==> src/rtl/ram_port_arbiter.sv <==
// N-channel arbiter that time-multiplexes several bus masters onto one synchronous RAM port.
// Supports round-robin or fixed-priority arbitration and routes each read return to its issuing channel.
module ram_port_arbiter #(
    parameter int N_CH   = 2,
    parameter int ADDR_W = 16,
    parameter int DATA_W = 16,
    parameter int RD_LAT = 2,
    parameter int MODE   = 0
) (
    input  logic                     clock,
    input  logic                     reset,
    input  logic [N_CH-1:0]          req,
    input  logic [N_CH-1:0]          wr,
    input  logic [N_CH*ADDR_W-1:0]   addr,
    input  logic [N_CH*DATA_W-1:0]   wdata,
    output logic [N_CH-1:0]          gnt,
    output logic [N_CH-1:0]          rvalid,
    output logic [DATA_W-1:0]        rdata,
    output logic [ADDR_W-1:0]        mem_address,
    output logic                     mem_wren,
    output logic [DATA_W-1:0]        mem_data,
    input  logic [DATA_W-1:0]        mem_q
);

    localparam int IDX_W = (N_CH > 1) ? $clog2(N_CH) : 1;
    localparam logic [IDX_W-1:0] LAST_IDX = IDX_W'(N_CH - 1);

    logic [IDX_W-1:0] ptr_q, ptr_d;
    logic             any_gnt;
    logic [IDX_W-1:0] gnt_idx;
    logic             sel_wr;
    logic             lo_found, hi_found;
    logic [IDX_W-1:0] lo_idx, hi_idx;

    logic [RD_LAT-1:0] rd_vld_q, rd_vld_d;
    logic [IDX_W-1:0]  rd_ch_q [RD_LAT];
    logic [IDX_W-1:0]  rd_ch_d [RD_LAT];

    // Descending scan: the last hit is the lowest index, both overall and at/above ptr.
    always_comb begin
        lo_found = 1'b0;
        lo_idx   = '0;
        hi_found = 1'b0;
        hi_idx   = '0;
        for (int i = N_CH - 1; i >= 0; i--) begin
            if (req[i]) begin
                lo_found = 1'b1;
                lo_idx   = IDX_W'(i);
            end
            if (req[i] && (IDX_W'(i) >= ptr_q)) begin
                hi_found = 1'b1;
                hi_idx   = IDX_W'(i);
            end
        end
        any_gnt = lo_found && !reset;
        if (MODE == 1) begin
            gnt_idx = lo_idx;
        end else begin
            gnt_idx = hi_found ? hi_idx : lo_idx;
        end
    end

    always_comb begin
        gnt         = '0;
        mem_address = '0;
        mem_data    = '0;
        mem_wren    = 1'b0;
        sel_wr      = 1'b0;
        for (int i = 0; i < N_CH; i++) begin
            if (any_gnt && (gnt_idx == IDX_W'(i))) begin
                gnt[i]      = 1'b1;
                mem_address = addr[i*ADDR_W +: ADDR_W];
                mem_data    = wdata[i*DATA_W +: DATA_W];
                sel_wr      = wr[i];
                mem_wren    = wr[i];
            end
        end
    end

    always_comb begin
        ptr_d = ptr_q;
        if ((MODE == 0) && any_gnt) begin
            ptr_d = (gnt_idx == LAST_IDX) ? '0 : gnt_idx + 1'b1;
        end
    end

    // Read-return pipeline: stage 0 is loaded on the grant edge, stage RD_LAT-1 lines up with mem_q.
    always_comb begin
        rd_vld_d[0] = any_gnt && !sel_wr;
        rd_ch_d[0]  = gnt_idx;
        for (int s = 1; s < RD_LAT; s++) begin
            rd_vld_d[s] = rd_vld_q[s-1];
            rd_ch_d[s]  = rd_ch_q[s-1];
        end
    end

    always_ff @(posedge clock or posedge reset) begin
        if (reset) begin
            ptr_q    <= '0;
            rd_vld_q <= '0;
        end else begin
            ptr_q    <= ptr_d;
            rd_vld_q <= rd_vld_d;
        end
    end

    always_ff @(posedge clock) begin
        rd_ch_q <= rd_ch_d;
    end

    always_comb begin
        rvalid = '0;
        for (int i = 0; i < N_CH; i++) begin
            rvalid[i] = !reset && rd_vld_q[RD_LAT-1] && (rd_ch_q[RD_LAT-1] == IDX_W'(i));
        end
    end

    assign rdata = mem_q;

endmodule

==> config.mk <==
export PLATFORM = sky130hd
export DESIGN_NAME = ram_port_arbiter
export DESIGN_NICKNAME = d
export VERILOG_FILES = /design/src/rtl/ram_port_arbiter.sv
export SDC_FILE = /design/constraint.sdc
export NUM_CORES = 1
export LEC_CHECK = 0
export CAP_MARGIN = 10
export CORE_ASPECT_RATIO = 1.25
export CORE_MARGIN = 2
export CORE_UTILIZATION = 32
export CTS_CLUSTER_SIZE = 8
export DETAILED_ROUTE_END_ITERATION = 12
export GPL_TIMING_DRIVEN = 0
export PLACE_DENSITY = 0.89
export SLEW_MARGIN = 20
export SYNTH_ARGS = -nofsm -noshare
export SYNTH_HDL_FRONTEND = slang
export SYNTH_SLANG_ARGS = --single-unit
==> constraint.sdc <==
create_clock -name clock -period 2.35 [get_ports clock]
set_clock_uncertainty 0.05 [all_clocks]
set_input_delay 0.235 -clock clock [delete_from_list [all_inputs] [get_ports clock]]
set_output_delay 0.235 -clock clock [all_outputs]
set_load 0.05 [all_outputs]
==> metrics.txt <==
half-perimeter wire length of the detailed placement result 3.97 mm; Post-Syn Area 1390 µm²; clock transition time at the flip-flop clock pins of the worst setup and hold paths 0.03 ns; die extent in y 77.6 µm; FF-to-FF setup slack 1.27 ns; smallest setup slack after layout 0.0849 ns; maximum frequency from static timing analysis 441 MHz; portion of total power attributed to sequential cells 10.5%; buffer depth of the longest clock path 2; origin of the critical flop-to-flop path ptr_q; Period minus WS final 2.27 ns; CTS H-Tree Depth 1; count of unique library cells instantiated by Yosys 21; layout cell share with drive strength beyond 1 23.0%; post-route antenna net violation count 0; number of placement rows 26; leakage power 0.00113 µW; CP cell instances clkdlybuf4s50_1 -> inv_2 -> buf_2 -> o32ai_2 -> dlygate4sd2_1; sort of element at the start of the critical path input pin; critical path class input pin to output port; area added between synthesis and finish 93.1%; post-synthesis cell type with the largest combined area sky130_fd_sc_hd__o32ai_2; Final Setup Violations 0; initial core utilization 33.6%; status finished clean; launch point of the worst path req[1]; wirelength, routed 4.79 mm; reported max-cap violation count 0; first-pass GRT wire length 7.74 mm; nature of the critical path endpoint output port; number of inserted filler cells in the final layout 381; pin count of the biggest net entering global routing 11; top cell type's share of synthesized area 32.9%; Synth Warn # 0; portion of the clock cycle consumed by the worst path in the final layout 96.4%; register area 115 µm²; Die X-Extent 62.9 µm; register area share after synthesis 8.30%; sw frac 46.4%; total net switching power 451 µW; Clock Power Share 15.9%; Avg Vias per Cell 4.85; # clock sinks 5; critical path data required time 2.07 ns; Remaining Overflow, GRT 0; clock tree from TritonCTS done; Post-Syn Nets 239; final std cells w/o fill 334; combinational share of power 73.6%; Antenna Diode Count 0; worst IR drop on VDD 0.212 mV; Final nets 365; Tightest Pin Transition 0.515 ns; setup repair after global routing missed its margin false; worst path bufs/invs 4; violation count after the first detailed-route iteration 35; GRT Resource Usage Total 19.4%; post-DR wirelength/cell 14.3 µm; Skew-Pair Late Insertion Delay 0.22 ns; via count of the first global-routing pass 1719; crit path max-delay cell type sky130_fd_sc_hd__dlygate4sd2_1; worst rel slew slack 65.6%; initial antenna violation count 0; Arrival @ worst endpoint 1.98 ns; final weighted congestion in routability-driven placement 0.715; max-slew violation count 0; total power of the final layout 971 µW; family with the most delay on the worst path buffers and inverters; max incr delay on CP 0.56 ns; Root Driver sky130_fd_sc_hd__clkbuf_8; Post-Place Setup Slack -0.216 ns; number of CTS-inserted buffers 3; final hold slack 0.0605 ns; cell count after synthesis 153; power per cell area 363 nW/µm²; FF+latch count, synth 5; TritonRoute pass-1 iters 4; leading post-synthesis cells by cell area sky130_fd_sc_hd__o32ai_2 33%, sky130_fd_sc_hd__nand2b_1 30%, sky130_fd_sc_hd__buf_4 9.7%, sky130_fd_sc_hd__dfrtp_1 5.4%, sky130_fd_sc_hd__o32ai_1 3.8%; DP Cell Count 330; number of buffers inserted by port buffering 121; highest fanout seen on the critical path 10; multi-input gate area in the final layout 995 µm²; Post-route DRC 0; Tightest Hold Check Type input pin to asynchronous set/reset pin; area of the die 4880 µm²; via count 1619; # IOs 139; synthesized area per cell 9.06 µm²; internal power consumption 521 µW; Core Footprint 4130 µm²; Setup Buffers After CTS 0; final hold violation count 0
layer usage:
metal | track usage (%) | part of all wire (%) | vias up
li1 | - | - | 785
met1 | 19.3 | 37 | 739
met2 | 38.9 | 53 | 91
met3 | 4.64 | 8.8 | 4
met4 | 5.11 | 0.92 | 0
met5 | 0 | 0 | -
power by group through the flow:
stage          Combinational (µW)  Clock, µW  Sequential, µW
2_1_floorplan                 485          0             101
6_report                      715        155             102
4_1_cts                       722        159             102
3_3_place_gp                  744          0             102
3_5_place_dp                  753          0             103
5_1_grt                       753        167             103
cell usage after synthesis (all sizes together):
cell	count
a22o	1
inv	2
and3	1
buf	29
clkbuf	6
nor2	2
nor3b	1
or2	2
nor2b	1
nor3	1
o32ai	34
a21bo	1
nand2b	67
dfxtp	2
dfrtp	3
sequential cells by signal, summed over array words and instances, names as in the netlist:
name	count
ptr_q	1
rd_ch_d	1
rd_ch_q	1
rd_vld_q	2
cells in the final DEF (no fill, tap or decap), drive strengths merged, types with 2 or more instances in the layout:
cell and instances:
buf 29, clkbuf 10, clkdlybuf4s50 86, dfrtp 3, dfxtp 2, dlygate4sd2 33, dlymetal6s2s 2, inv 2
nand2b 67, nor2 2, o32ai 34, or2 2
through the flow:
stage | TNS, ns | area [µm²] | util (%)
2_1_floorplan | 0 | 1390 | -
3_3_place_gp | -4.40 | 2670 | 64.6
3_5_place_dp | -4.76 | 2670 | 64.6
4_1_cts | 0 | 2670 | 64.7
5_1_grt | 0 | 2680 | 64.8
6_report | 0 | 2680 | 64.8
cell type report:
cell class | count | share of cell area [%]
multi-input cells | 111 | 37.2
flip-flops and latches | 5 | 4.30
inverters | 2 | 0.281
clock buffers | 4 | 1.68
plain buffers | 35 | 10.1
well taps | 56 | 2.62
repair buffers | 121 | 43.9
worst reg2reg max path, delay by kind of cell, from the launching register on:
family,cells,cell delay [ns]
flops,1,0.40
buf+inv,2,0.33
simple gates,2,0.18
worst paths after layout:
check | depth (start not counted) | end
setup / recovery | 5 | mem_address[12]
hold / removal | 3 | rd_vld_q[1]
setup reg to reg | 4 | rd_ch_d[0]
hold reg to reg | 0 | rd_ch_q[0]
max in group asynchronous | 3 | ptr_q
min in group clock | 0 | rd_ch_q[0]
repair_timing:
action	4_1_cts	5_1_grt
gates resized for setup	33	2
hold buffers	0	0
pin swaps	0	0
endpoints found under the setup margin	33	2
cell families after synthesis:
group	count (synthesis)	synth area share, %
buffers and inverters	37	19.9
flip-flops	5	8.30
AND/OR/NAND/NOR	75	33.7
AO/OA/AOI/OAI	36	38.1
Note: power is estimated with default switching activity, not from simulation.
